### src/rtl/whack_pkg.sv
// Shared types and constants for the whack-a-mole score path.
package whack_pkg;

  // Game-level FSM states for the score keeper.
  typedef enum logic [1:0] {
    IDLE = 2'd0,
    PLAY = 2'd1,
    END  = 2'd2
  } state_t;

  // One BCD digit.
  typedef logic [3:0] bcd_t;

  localparam bcd_t DIGIT_MAX = 4'd9;

endpackage

### src/rtl/bcd_add_sat.sv
// Two-digit BCD adder for a small signed delta (-1..+9), clamped to
// [00, max_tens:max_ones] with no wrap in either direction.
module bcd_add_sat
  import whack_pkg::*;
(
  input  bcd_t              a_tens,
  input  bcd_t              a_ones,
  input  logic signed [4:0] delta,
  input  bcd_t              max_tens,
  input  bcd_t              max_ones,
  output bcd_t              sum_tens,
  output bcd_t              sum_ones
);

  logic signed [5:0] ones_sum_s;
  logic signed [5:0] ones_adj_s;
  bcd_t              raw_tens_s;
  bcd_t              raw_ones_s;
  logic              under_s;
  logic              over_s;

  // Ones digit sum with carry/borrow into tens, then clamp to floor/ceiling.
  always_comb begin
    ones_sum_s = $signed({2'b00, a_ones}) + $signed({delta[4], delta});
    ones_adj_s = ones_sum_s - 6'sd10;
    raw_tens_s = a_tens;
    raw_ones_s = a_ones;
    under_s    = 1'b0;
    over_s     = 1'b0;
    if (ones_sum_s < 6'sd0) begin
      if (a_tens == 4'd0) begin
        under_s = 1'b1;
      end else begin
        raw_tens_s = a_tens - 4'd1;
        raw_ones_s = DIGIT_MAX;
      end
    end else if (ones_sum_s > 6'sd9) begin
      if (a_tens == DIGIT_MAX) begin
        over_s = 1'b1;
      end else begin
        raw_tens_s = a_tens + 4'd1;
        raw_ones_s = ones_adj_s[3:0];
      end
    end else begin
      raw_ones_s = ones_sum_s[3:0];
    end

    // Digits are BCD, so {tens, ones} compares correctly as an 8-bit value.
    if (under_s) begin
      sum_tens = 4'd0;
      sum_ones = 4'd0;
    end else if (over_s || ({raw_tens_s, raw_ones_s} > {max_tens, max_ones})) begin
      sum_tens = max_tens;
      sum_ones = max_ones;
    end else begin
      sum_tens = raw_tens_s;
      sum_ones = raw_ones_s;
    end
  end

endmodule

### src/rtl/score_counter.sv
// Two-digit BCD score keeper: counts hits/bonuses, subtracts misses while a
// game is in play, and latches the best score when a game ends.
module score_counter
  import whack_pkg::*;
#(
  parameter int BONUS_VALUE = 5,
  parameter int MAX_TENS    = 9,
  parameter int MAX_ONES    = 9
) (
  input  logic       clk,
  input  logic       rst,
  input  logic       game_active,
  input  logic       hit,
  input  logic       bonus_hit,
  input  logic       miss,
  input  logic       clear_high,
  output logic [3:0] score_tens,
  output logic [3:0] score_ones,
  output logic [3:0] high_tens,
  output logic [3:0] high_ones,
  output logic       new_high,
  output logic       saturated
);

  localparam bcd_t MAX_T = 4'(MAX_TENS);
  localparam bcd_t MAX_O = 4'(MAX_ONES);
  localparam logic signed [4:0] BONUS_D = 5'(BONUS_VALUE);

  state_t            state_r, state_nxt_s;
  bcd_t              score_tens_r, score_ones_r, score_tens_nxt_s, score_ones_nxt_s;
  bcd_t              high_tens_r, high_ones_r, high_tens_nxt_s, high_ones_nxt_s;
  logic              new_high_r, new_high_nxt_s;
  logic signed [4:0] inc_s, dec_s, delta_s;
  bcd_t              sum_tens_s, sum_ones_s;

  // Net event delta: bonus wins over hit, miss subtracts one.
  always_comb begin
    if (bonus_hit) begin
      inc_s = BONUS_D;
    end else if (hit) begin
      inc_s = 5'sd1;
    end else begin
      inc_s = 5'sd0;
    end
    dec_s   = miss ? 5'sd1 : 5'sd0;
    delta_s = inc_s - dec_s;
  end

  bcd_add_sat u_add (
    .a_tens   (score_tens_r),
    .a_ones   (score_ones_r),
    .delta    (delta_s),
    .max_tens (MAX_T),
    .max_ones (MAX_O),
    .sum_tens (sum_tens_s),
    .sum_ones (sum_ones_s)
  );

  // Next-state, score and high-score update logic.
  always_comb begin
    state_nxt_s      = state_r;
    score_tens_nxt_s = score_tens_r;
    score_ones_nxt_s = score_ones_r;
    high_tens_nxt_s  = high_tens_r;
    high_ones_nxt_s  = high_ones_r;
    new_high_nxt_s   = 1'b0;
    case (state_r)
      IDLE: begin
        if (game_active) begin
          state_nxt_s      = PLAY;
          score_tens_nxt_s = 4'd0;
          score_ones_nxt_s = 4'd0;
        end else if (clear_high) begin
          high_tens_nxt_s = 4'd0;
          high_ones_nxt_s = 4'd0;
        end else begin
          state_nxt_s = IDLE;
        end
      end
      PLAY: begin
        if (game_active) begin
          score_tens_nxt_s = sum_tens_s;
          score_ones_nxt_s = sum_ones_s;
        end else begin
          // Falling game_active freezes the score; events this cycle drop.
          state_nxt_s = END;
        end
      end
      END: begin
        state_nxt_s = IDLE;
        if ({score_tens_r, score_ones_r} > {high_tens_r, high_ones_r}) begin
          high_tens_nxt_s = score_tens_r;
          high_ones_nxt_s = score_ones_r;
          new_high_nxt_s  = 1'b1;
        end else begin
          new_high_nxt_s = 1'b0;
        end
      end
      default: begin
        state_nxt_s = IDLE;
      end
    endcase
  end

  // State and digit registers with asynchronous reset.
  always_ff @(posedge clk or posedge rst) begin
    if (rst) begin
      state_r      <= IDLE;
      score_tens_r <= 4'd0;
      score_ones_r <= 4'd0;
      high_tens_r  <= 4'd0;
      high_ones_r  <= 4'd0;
      new_high_r   <= 1'b0;
    end else begin
      state_r      <= state_nxt_s;
      score_tens_r <= score_tens_nxt_s;
      score_ones_r <= score_ones_nxt_s;
      high_tens_r  <= high_tens_nxt_s;
      high_ones_r  <= high_ones_nxt_s;
      new_high_r   <= new_high_nxt_s;
    end
  end

  assign score_tens = score_tens_r;
  assign score_ones = score_ones_r;
  assign high_tens  = high_tens_r;
  assign high_ones  = high_ones_r;
  assign new_high   = new_high_r;
  assign saturated  = (score_tens_r == MAX_T) && (score_ones_r == MAX_O);

endmodule
### config.mk
export PLATFORM = sky130hd
export DESIGN_NAME = score_counter
export DESIGN_NICKNAME = d
export VERILOG_FILES = /design/src/rtl/whack_pkg.sv /design/src/rtl/bcd_add_sat.sv /design/src/rtl/score_counter.sv
export SDC_FILE = /design/constraint.sdc
export NUM_CORES = 1
export LEC_CHECK = 0
export BUFFER_PORTS_ARGS = -buffer_cell sky130_fd_sc_hd__buf_4
export CORE_MARGIN = 2
export CORE_UTILIZATION = 50
export DETAILED_ROUTE_END_ITERATION = 8
export GPL_TIMING_DRIVEN = 0
export PLACE_DENSITY_LB_ADDON = 0.2
export SETUP_SLACK_MARGIN = 0.4
export SKIP_LAST_GASP = 1
export SLEW_MARGIN = 10
export SYNTH_ARGS = -nofsm -noshare
export SYNTH_HDL_FRONTEND = slang
export SYNTH_SLANG_ARGS = --single-unit
### constraint.sdc
create_clock -name clk -period 6.2 [get_ports clk]
set_input_delay 0.93 -clock clk [delete_from_list [all_inputs] [get_ports clk]]
set_output_delay 0.93 -clock clk [all_outputs]
set_load 0.005 [all_outputs]
## Word level (Yosys, flattened, before mapping)

Index checks and enable logic that the tools add are counted.

| operators by class | value |
|---|---|
| order comparisons | 4 |
| equality and inequality tests | 11 |
| muxes and demuxes | 37 |
| add/sub/neg operators | 5 |
| reductions and logical operators | 9 |

Operators with widths:

| kind | number |
|---|---|
| 4-bit two-way mux | 19 |
| 4-bit case mux with 2 select lines | 4 |
| 2-bit != test, second input constant | 6 |
| 1-bit two-way mux | 9 |
| 4-bit equality test, second input constant | 2 |
| 8-bit > comparator | 1 |
| 8-bit > comparator, second input constant | 1 |
| 5-bit by 4-bit adder with 6-bit output | 1 |
| 6-bit by 5-bit > comparator with 1-bit output, second input constant | 1 |
| 6-bit by 1-bit less-than comparator with 1-bit output, second input constant | 1 |
| 2-bit two-way mux | 3 |
| 4-bit by 1-bit adder with 4-bit output, second input constant | 1 |
| 4-bit zero test | 1 |
| 2-bit case mux with 2 select lines | 1 |
| 4-bit AND reduction | 1 |
| 2-bit nonzero test | 2 |
| 3-bit by 1-bit subtractor with 4-bit output | 1 |
| 4-bit by 1-bit subtractor with 4-bit output, second input constant | 1 |
| 4-bit subtractor, second input constant | 1 |
| 3-bit two-way mux | 1 |
| 3-bit != test, second input constant | 1 |
| 3-bit AND reduction | 1 |
| 2-bit by 1-bit equality test with 1-bit output, second input constant | 1 |
| 2-bit equality test, second input constant | 1 |
| 4 further kinds | 4 |

| storage, ports and cells | value |
|---|---|
| flip-flop bits (word level) | 19 |
| word-level logic and storage cells | 72 |
| input bits | 7 |
| output and inout bits | 18 |

## Depth between registers and ports, before layout

Gate-level depths: netlist (run 1).

| logic depth | value |
|---|---|
| depth in word-level cells | 14 |
| gate-level depth with buffers | 15 |

## By module

Synthesis (run 1) repeated with hierarchy kept, for this count alone.

| second synthesis, totals | value |
|---|---|
| cells, all modules | 277 |
| area, all modules | 2162.1 um^2 |

Modules (own cells, without submodules):

| module | area an instance (um^2) | times used | cells an instance |
|---|---|---|---|
| score_counter | 1091.0 | 1 | 118 |
| bcd_add_sat | 1071.0 | 1 | 159 |

## Worst setup path after synthesis (run 1)

Ideal clock, no wire load.

| path | value |
|---|---|
| path type | input to register |
| start | in bonus_hit |
| end | reg score_ones_r[0], in the netlist score_ones[0] |
| path slack | 2.230 ns |
| cell stages on the path | 13 |
| arrival | 3.832 ns |
| library setup time | 0.138 ns |
| path through | nor2_1 > ha_1 > xor2_1 > ha_1 > a31o_4 > a22oi_1 > mux2i_1 > a22oi_2 > or3_4 > a311oi_2 > a31oi_1 > a2111oi_1 > o22ai_1 |

| between the ends | value |
|---|---|
| word-level cells in the longest chain between the ends | 13 |

RTL lines:

| what | line | text |
|---|---|---|
| from (decl) | score_counter.sv:14 | `input logic bonus_hit,` |
| 3-bit two-way mux * | score_counter.sv:38 | `if (bonus_hit) begin` |
| 3-bit by 1-bit subtractor with 4-bit output * | score_counter.sv:46 | `delta_s = inc_s - dec_s;` |
| 5-bit by 4-bit adder with 6-bit output * | bcd_add_sat.sv:24 | `ones_sum_s = $signed({2'b00, a_ones}) + $signed({delta[4], delta});` |
| 4-bit subtractor | bcd_add_sat.sv:25 | `ones_adj_s = ones_sum_s - 6'sd10;` |
| 4-bit two-way mux | bcd_add_sat.sv:38 | `if (a_tens == DIGIT_MAX) begin` |
| 4-bit two-way mux | bcd_add_sat.sv:37 | `end else if (ones_sum_s > 6'sd9) begin` |
| 4-bit two-way mux | bcd_add_sat.sv:30 | `if (ones_sum_s < 6'sd0) begin` |
| 8-bit > comparator | bcd_add_sat.sv:52 | `end else if (over_s \|\| ({raw_tens_s, raw_ones_s} > {max_tens, max_ones})) begin` |
| 1-bit logical OR | bcd_add_sat.sv:52 |  |
| 4-bit two-way mux | bcd_add_sat.sv:52 |  |
| 4-bit two-way mux * | bcd_add_sat.sv:49 | `if (under_s) begin` |
| 4-bit two-way mux * | score_counter.sv:81 | `if (game_active) begin` |
| 4-bit case mux with 2 select lines * | score_counter.sv:67 | `case (state_r)` |
| to (signal assigned) | score_counter.sv:117 | `score_ones_r <= score_ones_nxt_s;` |
| to (decl) | score_counter.sv:30 | `bcd_t score_tens_r, score_ones_r, score_tens_nxt_s, score_ones_nxt_s;` |

Mark *: on every way between the ends. The rest lies on a longest branch, timed or not. The select of a mux whose other input is x is not followed.
A chain may end at the register's enable or synchronous reset.

## Worst setup path after layout (run 1)

Ends and elaborated chain as after synthesis.

==> impl_metrics.toml, run 1 <==
[sta]
maxSlewHeadroom = 0.534
setup_violations = 0
period_share = 0.674
max_freq_mhz = 239
setup-tns-final_ns = 0
fin_worst_skew_ns = 0.00534
final_max_slew_viol_count = 0
worstMarginPinSlew_ns = 0.699
fin_crit_ns = 4.18
hold_viol = 0
grt_setup_unrepaired = "false"

[drt]
wirelength_microns = 3810
wl_per_cell_microns = 13.8
drt-pass1-iter-count = 4
drcViolationCount = 0
postRouteAntennaNets = 0
via_per_inst = 5.68
num_vias = 1569
dr.first_iter.drc_count = 64

[pwr]
total_power_w = 0.000621
peakVddDrop_mv = 0.196
pwr_density_cell_nw_per_um2 = 316
leakage_nw = 0.930

[clock_network]
clk_latency_ns = 0.30
cts_made_buffers = 3
cts_hold_buffers = 0
ctsRootBufferMaster = "clkbuf_4"
cts_resized = 0
clk_pin_slew_ns = 0.11
cts_sinks = 19
post-cts-setup-buffers = 0
h-tree-depth = 1
tritoncts = "yes"
clockBufferDepth = 2

[synthesis]
yosys.area.top_type = "dfrtp_1"
synth_top_cell_area_share = 0.280
avgSynthCellArea_sq_um = 8.42
ys_ff_latch = 19
yosys_warnings = 0
yosys-top-cells-area = "dfrtp_1 28%, ha_1 14%, nand2_1 6.2%"
synth-main-ff-cell = "dfrtp_1"
synthCells = 202
ys_types = 51
netlist_area_sq_um = 1700
synth-seq-area-share = 0.280
synth_edf_count = 0
synthesis.nets = 228
async_flop_share = 1.00

[setup_path]
cp-startpoint = "bonus_hit"
r2r-end = "score_ones[0]"
cp_max_fo = 10
reg2reg_slack_ns = 2.66
cp_num_cells = 15
critPathTopFamily = "compound AO/OA/AOI/OAI gates"
critPathArrivalTime_ns = 4.35
crit_type = "input pin to flop"
crit_required_ns = 6.38
cp-endpoint = "score_ones[0]"
reg2reg_depth = 13
cpPeakStageDelay_ns = 0.48
start_kind = "input pin"
crit_slowest_cell = "o31ai_1"
crit_chain = "buf_4 > nor2_1 > ha_1 > xor2_1 > ha_1 > a31o_4 > a31o_2 > xnor2_1 > a22oi_2 > buf_2 > nor3_1 > o31ai_1 > a31oi_1 > a2111oi_1 > o22ai_1"
cpMostUsedCell = "ha_1"
crit_path_end_kind = "flop"
crit_buf_inv = 2
r2r-start = "score_ones[1]"

[global_routing]
antenna_found_initial = 0
grt_busiest_layer = "met2"
met1_usage = 0.296
grt_pass1_vias = 1461
grt_util_met2 = 0.326
grt_pass1_wl_microns = 6550
grt_use_total = 0.206
grt_max_degree = 20
overflow = 0
grt.met3_usage = 0.0399

[final_layout]
nets = 257
drive_gt1_frac = 0.183
diodes = 0
area_growth_pct = 15.6

[run_status]
status = "completed"

[die]
io_pins = 25
row_count = 21
core_area_sq_um = 3310
die_w_microns = 62.3
dieHeight_microns = 62.3
start_util = 0.514
dieArea_sq_um = 3880

[place]
port_buffers = 24
dp_hpwl_microns = 2940
place_congestion = 0.902

[worst_hold_path]
hold_class = "flop to flop"

[job]
drv_cap = 0
## where the power goes
group	switching (W)	leakage [nW]	total, W	internal [W]
Clock	0.0000390	0.0177	0.0000631	0.0000241
Combinational	0.000201	0.655	0.000379	0.000178
Sequential	0.0000362	0.258	0.000180	0.000143
Total	0.000276	0.930	0.000621	0.000345
## registers in the layout, indices dropped and copies added, names as in the netlist
signal	count
new_high	1
high_ones	4
state_r	2
score_ones	4
high_tens	4
score_tens	4
## cells in the final DEF, fill, tap and decap left out, types with 4 or more instances in the layout
cell type	synthesis	routed
inv_1	16	16
xor2_1	4	4
nand2_1	28	28
and3_1	4	4
dfrtp_1	19	19
nor2_1	12	12
buf_4	0	24
o21ai_0	20	20
ha_1	19	19
clkbuf_1	4	4
nand3_1	7	7
a21oi_1	7	7
## cell usage after synthesis, drive strengths merged, types with 4 or more instances
| cell | n |
|---|---|
| a21oi | 7 |
| and3 | 4 |
| clkbuf | 4 |
| dfrtp | 19 |
| ha | 19 |
| inv | 16 |
| nand2 | 28 |
| nand3 | 7 |
| nor2 | 12 |
| o21ai | 22 |
| xor2 | 5 |
## routing by layer
metal | wire length [microns] | share of wire | vias to the layer above
met2 | 1720 | 0.45 | 39
met4 | 21 | 0.0055 | 0
met3 | 152 | 0.040 | 4
met1 | 1920 | 0.50 | 740
li1 | - | - | 786
met5 | 0 | 0 | -
## area by class of cell
| type | count | area [sq um] |
|---|---|---|
| plain buffers | 7 | 36.3 |
| fillers | 325 | 1350 |
| repair buffers | 24 | 180 |
| multi-input cells | 160 | 1130 |
| flip-flops and latches | 19 | 475 |
| clock inverters | 1 | 5.00 |
| inverters | 16 | 60.1 |
| clock buffers | 3 | 22.5 |
| well taps | 46 | 57.6 |
## logic make-up after synthesis
family / count (synthesis) / synth area share
and+or+nand+nor: 70 / 0.199
buffers and inverters: 23 / 0.0567
xor gates and xnor gates: 8 / 0.0500
DFF: 19 / 0.280
AOI/OAI and AO/OA: 61 / 0.263
muxes: 2 / 0.0118
adders and majority gates: 19 / 0.140
## how the worst min path moves through the flow
stage	slack [ns]	start	end	cells after the start
finish	0.47	state_r[1]	state_r[1]	1
global route	0.52	state_r[1]	state_r[1]	1
CTS	0.47	state_r[1]	state_r[1]	1
detailed placement	0.45	state_r[1]	state_r[1]	1
global placement	0.45	state_r[1]	state_r[1]	1
floorplan	0.43	state_r[1]	state_r[1]	1
## through the flow
step / cell area (sq um) / cells / hold slack [ns] / setup slack (ns) / utilization
global placement: 1940 / 272 / 0.448 / 1.71 / 0.585
CTS: 1970 / 276 / 0.473 / 2.04 / 0.594
finish: 1970 / 276 / 0.473 / 2.02 / 0.594
floorplan: 1700 / 202 / 0.434 / 2.23 / -
detailed placement: 1940 / 272 / 0.455 / 1.71 / 0.585
global route: 1970 / 276 / 0.518 / 1.73 / 0.594
Note: power is estimated with default switching activity, not from simulation.
==> run 2, diff against run 1 <==
==> constraint.sdc (replaced) <==
create_clock -name clk -period 3.87 [get_ports clk]
set_input_delay 0.5805 -clock clk [delete_from_list [all_inputs] [get_ports clk]]
set_output_delay 0.5805 -clock clk [all_outputs]
set_load 0.005 [all_outputs]
==> run 2 against run 1 <==
Compared with the run above: clock skew up 0.0027 ns; via count up 5.0%; flip-flop and latch count unchanged; register-to-register slack worse by 2.1 ns; total power up 85%; final area up 13%; die area unchanged; combinational power up 100%; clock power up 60%; setup slack worse by 1.6 ns; critical path type unchanged.
==> impl_metrics.toml, run 2 (synthesized netlist as in run 1, its figures left out) <==
[place]
dp_slack_ns = -0.162
port_buffers = 24
place_congestion = 0.912
placed_cell_area_sq_um = 1980
dp_hpwl_microns = 2950

[final_layout]
area_growth_pct = 30.8
final_common_cell = "buf_4"
drive_gt1_frac = 0.296
post-route-cell-area_sq_um = 2220
multi_input_area_sq_um = 1270
diodes = 0
nFillCells = 295
regArea_sq_um = 475
nets = 270
final_cell_mix = "36 x buf_4, 28 x nand2_1, 20 x o21ai_0, 19 x dfrtp_1"
utilization = 0.672

[global_routing]
grt_pass1_wl_microns = 7200
overflow = 0
grt_pass1_vias = 1526
antenna_found_initial = 0
grt_max_degree = 20
grt_use_total = 0.226

[clock_network]
h-tree-depth = 1
ctsRootBufferMaster = "clkbuf_4"
cts_hold_buffers = 0
clockBufferDepth = 2
clk_pin_slew_ns = 0.11
cts_sinks = 19
clk_latency_ns = 0.30
tritoncts = "yes"
cts_made_buffers = 3

[setup_path]
reg2reg_depth = 14
critPathTopFamily = "compound AO/OA/AOI/OAI gates"
r2r-start = "score_ones[1]"
reg2reg_slack_ns = 0.56
crit_slowest_cell = "a221oi_4"
critPathArrivalTime_ns = 3.66
cp_max_fo = 9
crit_chain = "buf_6 > nor2_4 > ha_4 > xor2_1 > ha_1 > a31o_4 > a221oi_4 > xnor2_4 > or2b_4 > a311oi_1 > a211o_1 > o211ai_1 > a2111oi_4 > o22ai_1"
crit_buf_inv = 1
crit_type = "input pin to flop"
cpPeakStageDelay_ns = 0.39
crit_required_ns = 4.05
cp_num_cells = 14
r2r-end = "score_ones[0]"
start_kind = "input pin"
crit_path_end_kind = "flop"

[sta]
max_freq_mhz = 288
setup_violations = 0
worst_slack_ns = 0.397
hold_viol = 0
worstMarginPinSlew_ns = 0.714
grt_setup_unrepaired = "true"
final_max_slew_viol_count = 0
whs_ns = 0.384
fin_worst_skew_ns = 0.00808
period_share = 0.897
fin_crit_ns = 3.47
maxSlewHeadroom = 0.523

[pwr]
peakVddDrop_mv = 0.311
total_power_w = 0.00115
leakage_nw = 1.03
pwr_density_cell_nw_per_um2 = 518

[worst_hold_path]
hold_class = "input pin to async pin"

[die]
io_pins = 25
row_count = 21
core_area_sq_um = 3310
start_util = 0.514
dieArea_sq_um = 3880
die_w_microns = 62.3
dieHeight_microns = 62.3

[run_status]
status = "completed"

[drt]
drt-pass1-iter-count = 4
dr.first_iter.drc_count = 80
wl_per_cell_microns = 15.2
via_per_inst = 5.70
drcViolationCount = 0
wirelength_microns = 4400
num_vias = 1648
postRouteAntennaNets = 0

[job]
drv_cap = 0
-- run 2: worst max-delay path by stage --
stage | startpoint | to | slack (ns)
2_1_floorplan | bonus_hit | score_ones[0] | 0.37
3_3_place_gp | bonus_hit | score_ones[0] | -0.14
3_5_place_dp | bonus_hit | score_ones[0] | -0.16
4_1_cts | bonus_hit | score_ones[0] | 0.40
5_1_grt | hit | score_ones[0] | 0.25
6_report | hit | score_ones[0] | 0.40
-- run 2: per-layer routing --
metal / up-vias / track usage / part of all wire
met4: 0 / 0.0139 / 0.0041
met2: 48 / 0.372 / 0.49
met5: - / 0 / 0
met3: 4 / 0.0525 / 0.053
li1: 812 / - / -
met1: 784 / 0.318 / 0.45
-- run 2: per-stage QoR --
step	TNS, ns	std cells
floorplan	0	202
global placement	-0.135	272
detailed placement	-0.162	272
CTS	0	285
global route	0	289
finish	0	289
-- run 2: final cells by class --
cell class,instances,area share
well taps,46,0.0259
clock buffers,3,0.0101
flip-flops and latches,19,0.214
clock inverters,1,0.00225
plain buffers,7,0.0202
multi-input cells,160,0.573
repair buffers,37,0.128
inverters,16,0.0270
-- run 2: repair_timing --
item	in CTS	in global routing
hold endpoints to repair	0	0
buffers inserted	9	4
pin swaps	13	10
setup endpoints to repair	1	6
resized for setup	6	13
-- run 2: power breakdown --
group	internal, W	switching, W	total [W]
Combinational	0.000375	0.000387	0.000762
Sequential	0.000230	0.0000597	0.000289
Clock	0.0000385	0.0000620	0.000101
